==> src/rtl/muldiv_hilo_ctrl_pkg.sv <==
// Shared op codes, sequencer state encoding and sign helper for the HI/LO
// multiply/divide unit.
package muldiv_hilo_ctrl_pkg;

    localparam logic [7:0] EXE_MTHI_OP  = 8'b0001_0001;
    localparam logic [7:0] EXE_MTLO_OP  = 8'b0001_0011;
    localparam logic [7:0] EXE_MULT_OP  = 8'b0001_1000;
    localparam logic [7:0] EXE_MULTU_OP = 8'b0001_1001;
    localparam logic [7:0] EXE_DIV_OP   = 8'b0001_1010;
    localparam logic [7:0] EXE_DIVU_OP  = 8'b0001_1011;

    // Wide enough for DIV_BITS-1 = 31 as the down-counter preload.
    localparam int CNT_W = 6;

    typedef enum logic [2:0] {
        IDLE     = 3'd0,
        MUL_WAIT = 3'd1,
        DIV_RUN  = 3'd2,
        DIV_FIX  = 3'd3,
        DONE     = 3'd4
    } state_e;

    // Two's-complement negate when neg is set; used both to take operand
    // magnitudes and to restore result signs.
    function automatic logic [31:0] neg_if(input logic [31:0] v, input logic neg);
        return neg ? (~v + 32'd1) : v;
    endfunction

endpackage

==> src/rtl/muldiv_hilo_ctrl_div_iter.sv <==
// Restoring unsigned divider core: one quotient bit per step, MSB first.
module muldiv_hilo_ctrl_div_iter (
    input  logic        clk,
    input  logic        resetn,
    input  logic        load,
    input  logic        step,
    input  logic [31:0] dividend,
    input  logic [31:0] divisor,
    output logic [31:0] quotient,
    output logic [31:0] remainder
);

    logic [31:0] quo_q;
    logic [31:0] rem_q;
    logic [31:0] dvs_q;
    logic [32:0] shifted;
    logic [32:0] trial;

    // The partial remainder stays below the divisor, so shifted < 2*divisor and a
    // non-negative trial always fits back into 32 bits.
    assign shifted = {rem_q, quo_q[31]};
    assign trial   = shifted - {1'b0, dvs_q};

    always_ff @(posedge clk) begin
        if (!resetn) begin
            quo_q <= '0;
            rem_q <= '0;
            dvs_q <= '0;
        end else if (load) begin
            quo_q <= dividend;
            rem_q <= '0;
            dvs_q <= divisor;
        end else if (step) begin
            if (!trial[32]) begin
                rem_q <= trial[31:0];
                quo_q <= {quo_q[30:0], 1'b1};
            end else begin
                rem_q <= shifted[31:0];
                quo_q <= {quo_q[30:0], 1'b0};
            end
        end
    end

    assign quotient  = quo_q;
    assign remainder = rem_q;

endmodule

==> src/rtl/muldiv_hilo_ctrl.sv <==
// EX-stage MULT/MULTU/DIV/DIVU sequencer and owner of the architectural HI/LO
// registers; stalls the front of the pipe while an operation is in flight.
//
//   state    | meaning
//   ---------+----------------------------------------------------------
//   IDLE     | no op in flight; accepts start and MTHI/MTLO
//   MUL_WAIT | product settling, MUL_CYCLES cycles
//   DIV_RUN  | restoring divide, one quotient bit per cycle
//   DIV_FIX  | apply result signs and divide-by-zero values
//   DONE     | result ready; commits to HI/LO once pipe_hold drops
module muldiv_hilo_ctrl
    import muldiv_hilo_ctrl_pkg::*;
#(
    parameter int MUL_CYCLES = 2,
    parameter int DIV_BITS   = 32
) (
    input  logic        clk,
    input  logic        resetn,
    input  logic        ex_valid,
    input  logic [7:0]  alucontrol,
    input  logic [31:0] src_a,
    input  logic [31:0] src_b,
    input  logic        flush,
    input  logic        pipe_hold,
    output logic        stall,
    output logic        busy,
    output logic [31:0] hi_o,
    output logic [31:0] lo_o
);

    state_e           state;
    state_e           state_nxt;
    logic [CNT_W-1:0] cnt;
    logic             cnt_tc;

    logic             is_mul_op;
    logic             is_div_op;
    logic             is_signed_op;
    logic             start;

    logic             div_load;
    logic             div_step;
    logic             commit;
    logic             mthi_we;
    logic             mtlo_we;

    logic [31:0]      op_a;
    logic [31:0]      op_b;
    logic             op_signed;
    logic [31:0]      res_hi;
    logic [31:0]      res_lo;
    logic [31:0]      hi_q;
    logic [31:0]      lo_q;

    logic [31:0]      div_quo;
    logic [31:0]      div_rem;
    logic [31:0]      fix_quo;
    logic [31:0]      fix_rem;
    logic [63:0]      ext_a;
    logic [63:0]      ext_b;
    logic [63:0]      product;

    assign is_mul_op    = (alucontrol == EXE_MULT_OP) || (alucontrol == EXE_MULTU_OP);
    assign is_div_op    = (alucontrol == EXE_DIV_OP)  || (alucontrol == EXE_DIVU_OP);
    assign is_signed_op = (alucontrol == EXE_MULT_OP) || (alucontrol == EXE_DIV_OP);
    assign start        = (state == IDLE) && ex_valid && !flush && (is_mul_op || is_div_op);
    assign cnt_tc       = (cnt == '0);

    always_ff @(posedge clk) begin
        if (!resetn) begin
            state <= IDLE;
        end else begin
            state <= state_nxt;
        end
    end

    always_comb begin
        state_nxt = state;
        case (state)
            IDLE: begin
                if (start) begin
                    state_nxt = is_mul_op ? MUL_WAIT : DIV_RUN;
                end
            end
            MUL_WAIT: begin
                if (flush) begin
                    state_nxt = IDLE;
                end else if (cnt_tc) begin
                    state_nxt = DONE;
                end
            end
            DIV_RUN: begin
                if (flush) begin
                    state_nxt = IDLE;
                end else if (cnt_tc) begin
                    state_nxt = DIV_FIX;
                end
            end
            DIV_FIX: begin
                state_nxt = flush ? IDLE : DONE;
            end
            DONE: begin
                if (flush || !pipe_hold) begin
                    state_nxt = IDLE;
                end
            end
            default: state_nxt = IDLE;
        endcase
    end

    always_comb begin
        stall    = 1'b0;
        div_load = 1'b0;
        div_step = 1'b0;
        commit   = 1'b0;
        mthi_we  = 1'b0;
        mtlo_we  = 1'b0;
        case (state)
            IDLE: begin
                stall    = start;
                div_load = start && is_div_op;
                mthi_we  = ex_valid && !flush && !pipe_hold && (alucontrol == EXE_MTHI_OP);
                mtlo_we  = ex_valid && !flush && !pipe_hold && (alucontrol == EXE_MTLO_OP);
            end
            MUL_WAIT, DIV_FIX: begin
                stall = !flush;
            end
            DIV_RUN: begin
                stall    = !flush;
                div_step = !flush;
            end
            DONE: begin
                commit = !flush && !pipe_hold;
            end
            default: ;
        endcase
    end

    assign busy = (state != IDLE);

    muldiv_hilo_ctrl_div_iter u_div_iter (
        .clk       (clk),
        .resetn    (resetn),
        .load      (div_load),
        .step      (div_step),
        .dividend  (neg_if(src_a, is_signed_op && src_a[31])),
        .divisor   (neg_if(src_b, is_signed_op && src_b[31])),
        .quotient  (div_quo),
        .remainder (div_rem)
    );

    // Sign-extending to 64 bits lets one unsigned multiply serve both MULT and MULTU.
    assign ext_a   = {{32{op_signed & op_a[31]}}, op_a};
    assign ext_b   = {{32{op_signed & op_b[31]}}, op_b};
    assign product = ext_a * ext_b;

    // Divide by zero returns the dividend in HI and all-ones in LO regardless of signedness.
    always_comb begin
        if (op_b == '0) begin
            fix_quo = '1;
            fix_rem = op_a;
        end else begin
            fix_quo = neg_if(div_quo, op_signed && (op_a[31] ^ op_b[31]));
            fix_rem = neg_if(div_rem, op_signed && op_a[31]);
        end
    end

    always_ff @(posedge clk) begin
        if (!resetn) begin
            cnt       <= '0;
            op_a      <= '0;
            op_b      <= '0;
            op_signed <= 1'b0;
            res_hi    <= '0;
            res_lo    <= '0;
            hi_q      <= '0;
            lo_q      <= '0;
        end else begin
            if (start) begin
                op_a      <= src_a;
                op_b      <= src_b;
                op_signed <= is_signed_op;
                cnt       <= is_mul_op ? CNT_W'(MUL_CYCLES - 1) : CNT_W'(DIV_BITS - 1);
            end else if ((state == MUL_WAIT || state == DIV_RUN) && !cnt_tc) begin
                cnt <= cnt - CNT_W'(1);
            end

            if (state == MUL_WAIT && cnt_tc) begin
                res_hi <= product[63:32];
                res_lo <= product[31:0];
            end else if (state == DIV_FIX) begin
                res_hi <= fix_rem;
                res_lo <= fix_quo;
            end

            if (commit) begin
                hi_q <= res_hi;
                lo_q <= res_lo;
            end else begin
                if (mthi_we) begin
                    hi_q <= src_a;
                end
                if (mtlo_we) begin
                    lo_q <= src_a;
                end
            end
        end
    end

    assign hi_o = hi_q;
    assign lo_o = lo_q;

endmodule

==> config.mk <==
export PLATFORM = sky130hd
export DESIGN_NAME = muldiv_hilo_ctrl
export DESIGN_NICKNAME = d
export VERILOG_FILES = /design/src/rtl/muldiv_hilo_ctrl_pkg.sv /design/src/rtl/muldiv_hilo_ctrl_div_iter.sv /design/src/rtl/muldiv_hilo_ctrl.sv
export SDC_FILE = /design/constraint.sdc
export NUM_CORES = 2
export LEC_CHECK = 0
export ABC_AREA = 0
export BUFFER_PORTS_ARGS = -buffer_cell sky130_fd_sc_hd__buf_2
export CORE_UTILIZATION = 45
export DETAILED_ROUTE_END_ITERATION = 8
export GPL_TIMING_DRIVEN = 1
export PLACE_DENSITY_LB_ADDON = 0.12
export SLEW_MARGIN = 20
export SYNTH_ARGS = -nofsm -noshare
export SYNTH_HDL_FRONTEND = slang
export SYNTH_SLANG_ARGS = --single-unit
==> constraint.sdc <==
create_clock -name clk -period 8.5 [get_ports clk]
set_input_delay 0.85 -clock clk [delete_from_list [all_inputs] [get_ports clk]]
set_output_delay 0.85 -clock clk [all_outputs]
set_load 0.01 [all_outputs]
After elaboration in Yosys (flattened, before gate mapping):

Index checks and enable logic that the tools add are counted.

* add/subtract/negate cells: 6
* multipliers: 1
* div/mod/pow operators: 0
* $lt $le $gt $ge: 0
* equality and inequality tests: 14
* shift-type cells: 0
* multiplexer cells: 36
* bitwise gates (word level): 8
* reductions and logical operators: 36

Operator list (count)
* 32-bit two-way mux: 17
* 32-bit by 1-bit adder with 32-bit output (second input constant): 4
* 32-bit NOT: 4
* 33-bit by 33-bit multiplier with 64-bit output: 1
* 8-bit by 5-bit equality test with 1-bit output (second input constant): 6
* 33-bit by 32-bit subtractor with 33-bit output: 1
* 32-bit zero test: 1
* 3-bit two-way mux: 7
* 1-bit logical AND: 15
* 3-bit one-hot mux with 5 select lines: 1
* 6-bit two-way mux: 2
* 2-bit nonzero test: 5
* 3-bit by 2-bit equality test with 1-bit output (second input constant): 2
* 6-bit zero test: 1
* 1-bit logical OR: 6
* 1-bit two-way mux: 6
* 3-bit inequality test (second input constant): 2
* 6-bit by 1-bit subtractor with 6-bit output (second input constant): 1
* 5-bit two-way mux: 1
* 2-bit inequality test (second input constant): 2
* 4-bit AND reduction: 1
* 3-bit by 1-bit equality test with 1-bit output (second input constant): 1
* 3-bit equality test (second input constant): 1
* 1-bit zero test: 3
* other kinds (9): 10

* flip-flop bits (word level): 298
* bits in latches: 0
* RAM bits: 0
* ROM bits: 0
* bits of input ports: 77
* word-level logic and storage cells: 113
* memories: 0

Longest topological paths before layout:

* depth after elaboration: 7
* mapped depth: 32
* depth with buffers taken out: 28

Cells and area by module:

Synthesis repeated with hierarchy kept, for this count alone.

* cells, all modules: 6416
* area, all modules: 55926.1 µm²

By module, submodules not included
* muldiv_hilo_ctrl: times used 1, cells an instance 5676, area an instance 49789.0 µm²
* muldiv_hilo_ctrl_div_iter: times used 1, cells an instance 740, area an instance 6137.1 µm²

Worst setup path before layout:

Ideal clock, no wire load.

* path type: reg-to-reg
* start: register op_a[31]
* end: register res_hi[29]
* arrival: 8322 ps
* data required time: 8372 ps
* slack: 50 ps
* cell stages (with the launch flop): 31
* path buffers: 4
* period minus slack after synthesis: 8450 ps
* path through: dfxtp_1 -> clkbuf_1 -> and2_1 -> clkbuf_1 -> buf_1 -> nand2_1 -> inv_1 -> fa_1 -> inv_1 -> fa_1 -> inv_1 -> fa_1 -> fa_1 -> inv_1 -> fa_1 -> inv_1 -> fa_1 -> inv_1 -> fa_1 -> fa_1 -> inv_1 -> ha_1 -> clkbuf_1 -> nand4_1 -> nor4_1 -> o21ai_1 -> a31oi_1 -> a31oi_1 -> xnor2_1 -> a221oi_1 -> nor2_1

* word-level cells in the longest chain between the ends: 5
* elaborated cells on any way between the ends: 7
* those cells by class: mul: 1; mux: 4; bitwise: 1; reduce/logical: 1

RTL lines
* start: declaration: line muldiv_hilo_ctrl.sv:47 `logic [31:0] op_a;`
* start signal: assignment: line muldiv_hilo_ctrl.sv:180 `op_a <= src_a;`
* parallel branches: the longest is 4 deep, another holds 33-bit by 33-bit multiplier with 64-bit output
* 32-bit two-way mux *: line muldiv_hilo_ctrl.sv:188 `if (state == MUL_WAIT && cnt_tc) begin`
* end signal: assignment: line muldiv_hilo_ctrl.sv:189 `res_hi <= product[63:32];`
* end signal: assignment: line muldiv_hilo_ctrl.sv:192 `res_hi <= fix_rem;`
* end: declaration: line muldiv_hilo_ctrl.sv:50 `logic [31:0] res_hi;`

Every way passes the cells marked *. The select of a mux whose other input is x is not followed.
A chain may end at the register's enable or synchronous reset.

Final worst setup path:

* start: register op_a[6]
* end: register res_hi[15]

* word-level cells in the longest chain between the ends: 2

RTL lines
* 33-bit by 33-bit multiplier with 64-bit output: line muldiv_hilo_ctrl.sv:155 `assign product = ext_a * ext_b;`
* 32-bit two-way mux: line muldiv_hilo_ctrl.sv:188

No other way between the ends.

==> qor.csv <==
stage;metric;value;unit
run;max cap viols;0;
layout;P&R area growth vs syn;7.662;%
power;pwr dens;56.12;nW/um2
route;final WL;172700;um
route;DRC errors left;0;
floorplanning;initial cell density of the core;45.56;%
yosys;cell taking the most area after synthesis;fa_1;
cts;CTS tree;yes;
global_routing;first-pass GRT wire length;271100;um
cts;TritonCTS buffer count;39;
setup_path;Critical Path End Type;flop;
yosys;Mapped Cells;6366;
cts;clock-pin slew on the worst setup and hold paths;70;ps
route;antenna-violating nets left;0;
global_routing;largest net degree at the start of global routing;117;
global_routing;initial antenna violation count;1;
setup_path;CP Data Required Time;8940;ps
placed_design;Post-DP HPWL;139900;um
sta;Rel. slew slack;29.80;%
setup_path;Worst Path Buf+Inv;5;
layout;# diodes;0;
cts;Sink Count;298;
placed_design;placed cells;7865;
setup_path;Top delay family on crit path;adder cells;
setup_path;most used cell, CP;fa_1;
cts;htree depth;2;
setup_path;CP startpoint kind;flop;
yosys;top-count cell post-synth;inv_1;
cts;clock root buffer;clkbuf_16;
yosys;Mean Syn Cell Area;8.609;um2
floorplanning;Die Width;351.0;um
yosys;Syn Nets;7820;
sta;Max Fclk;120.4;MHz
setup_path;flop2flop setup slack;190;ps
setup_path;r2r startpoint;op_a[6];
setup_path;slowest stage delay, CP;720;ps
yosys;commonest cells in the synthesized netlist;inv_1, fa_1, nand2_1;
sta;Slew Viols, Final;0;
floorplanning;die area;123200;um2
sta;Finish-stage setup viols;0;
floorplanning;Die H;351.0;um
sta;Setup TNS;0;ps
yosys;Post-synth top flop;dfxtp_1;
global_routing;GRT Residual Overflow;0;
global_routing;GRT Overall Usage;28.91;%
route;initial DRC count;2843;
placed_design;GP Congestion;0.9193;
layout;Nets;7749;
yosys;Yosys reg bits;298;
floorplanning;IO Count;143;
hold_path;HP Class;flop to flop;
outcome;status;complete, no violations;
route;vias;42891;
cts;hold_buf cts;0;
placed_design;number of port buffers;142;
yosys;top cells by area, synth;fa_1, dfxtp_1, inv_1;
sta;Hold Fails Final Rpt;0;
cts;Longest Clk Path Bufs;3;
route;DR vias/cell;5.408;
yosys;Post-synth EDFFs;0;
hold_path;hold_sp;u_div_iter.dvs_q[31];
power;Leakage;0.02762;uW
setup_path;CP arrival;8750;ps
floorplanning;# rows;127;
sta;clk_skew;30.44;ps
setup_path;crit path launch;op_a[6];
cts;later-pin clock latency in the skew report;600;ps
floorplanning;core area;120300;um2
route;DR pass1 iterations;6;
layout;layout cells sized above 1;7.454;%
yosys;synthesized cell area;54810;um2
sta;unrepaired setup endpoints after global routing;false;
yosys;register area share after synthesis;10.89;%
power;VDD IR max;0.0001231;V
setup_path;Setup CP Type;flop to flop;
layout;Non-Filler Instances;7931;
sta;fin crit period;8308;ps
yosys;area share of the largest cell type after synthesis;41.13;%
route;drt wl/cell;21.78;um
global_routing;vias in the first global route;44570;
power;Final Power;3311;uW
yosys;Yosys warnings;0;
yosys;ys async rst share;0;%
setup_path;Slowest cell on crit path;dfxtp_1;
sta;fin crit share;97.74;%
setup_path;largest fanout on the critical path;12;
yosys;Synth cell types;89;
sta;worst-margin pin slew;1053;ps
## power by group
group / internal, uW / total (uW) / leakage, uW / switching [uW]
clock: 981 / 1710 / 0.000630 / 731
sequential: 1400 / 1400 / 0.00241 / 3.51
combinational: 56.5 / 198 / 0.0246 / 141
## cells by family (layout without fill, tap and decap cells)
| group | after synthesis | after routing | synth area share [%] |
|---|---|---|---|
| AO/OA/AOI/OAI | 861 | 861 | 10.04 |
| XOR/XNOR | 217 | 217 | 3.482 |
| adder cells (fa/ha/maj) | 1377 | 1377 | 46.86 |
| buffers and inverters | 1633 | 1586 | 11.23 |
| flip-flops | 298 | 298 | 10.89 |
| multiplexers | 92 | 92 | 1.685 |
| AND/OR/NAND/NOR | 1888 | 1888 | 15.82 |
## worst reg2reg max path: stages, from the launching register on
cell	delay [ps]
dfxtp_1	720
buf_4	360
buf_4	260
nand2_1	100
fa_1	540
fa_1	450
fa_1	500
inv_1	50
fa_1	530
ha_1	220
ha_1	290
inv_1	50
fa_1	440
fa_1	510
inv_1	60
ha_1	350
and3_1	220
nand3_1	90
o211a_1	400
a211o_1	350
a21oi_1	230
o211ai_1	200
a211oi_1	610
o21ai_0	240
xnor2_1	300
a21oi_1	110
## placed cells by master, fill, tap and decap left out, types with 30 or more instances in the layout
cell type,count
inv_1,1184
fa_1,1126
nand2_1,992
and2_1,357
a21oi_1,318
dfxtp_1,284
nor2_1,270
ha_1,251
buf_4,165
buf_2,142
a211oi_1,131
xnor2_1,130
o21ai_0,128
mux2i_1,90
xor2_1,85
nor3_1,58
a21o_1,43
clkbuf_16,39
nand4_1,33
nand3_1,30
## what timing repair did
| action | 4_1_cts | 5_1_grt |
|---|---|---|
| buffers inserted | 0 | 1 |
| resized for setup | 1 | 20 |
| hold endpoints to repair | 0 | 0 |
| endpoints found under the setup margin | 2 | 14 |
| pin swaps | 0 | 0 |
## sequential cells by signal, summed over array words and instances, names as in the netlist
register,flops
hi_o,32
cnt,6
op_signed,1
u_div_iter.remainder,32
u_div_iter.quotient,32
res_lo,32
op_a,32
lo_o,32
res_hi,32
u_div_iter.dvs_q,32
state,3
op_b,32
## cell type report
class / count / area, um2
clock buffers: 52 / 1105
clock inverters: 13 / 186.4
fillers: 11802 / 61290
inverters: 1187 / 4467
multi-input cells: 4435 / 42760
flip-flops and latches: 298 / 5986
well taps: 1612 / 2017
repair buffers: 334 / 2481
## per-stage QoR
step	util, %	hold slack [ps]	setup WS (ps)	area (um2)
after floorplan	-	431.9	50.41	54810
after global placement	47.93	439.3	17.85	57650
after detailed placement	47.93	447.0	9.039	57650
after CTS	49.00	454.8	5.365	58950
after global routing	49.05	476.6	2.565	59000
final	49.05	453.6	192.1	59000
## per-layer routing
layer  share of wire, %  global-route usage, %  vias to the layer above  routed length [um]
met5                  0                      0                        -                   0
met4                3.5                  9.420                        0                6115
met3                5.7                  3.231                      235                9800
met2                 49                  49.27                     1313               84800
met1                 42                  38.28                    21975               71990
li1                   -                      -                    19368                   -
## path summary, 6_finish.rpt
| path | endpoint | cells past startpoint |
|---|---|---|
| worst max-delay path | res_hi[15] | 25 |
| worst min-delay path | u_div_iter.dvs_q[31] | 2 |
| worst max register to register | res_hi[15] | 25 |
| worst min register to register | u_div_iter.dvs_q[31] | 2 |
Power figures use the tool's default switching activity.
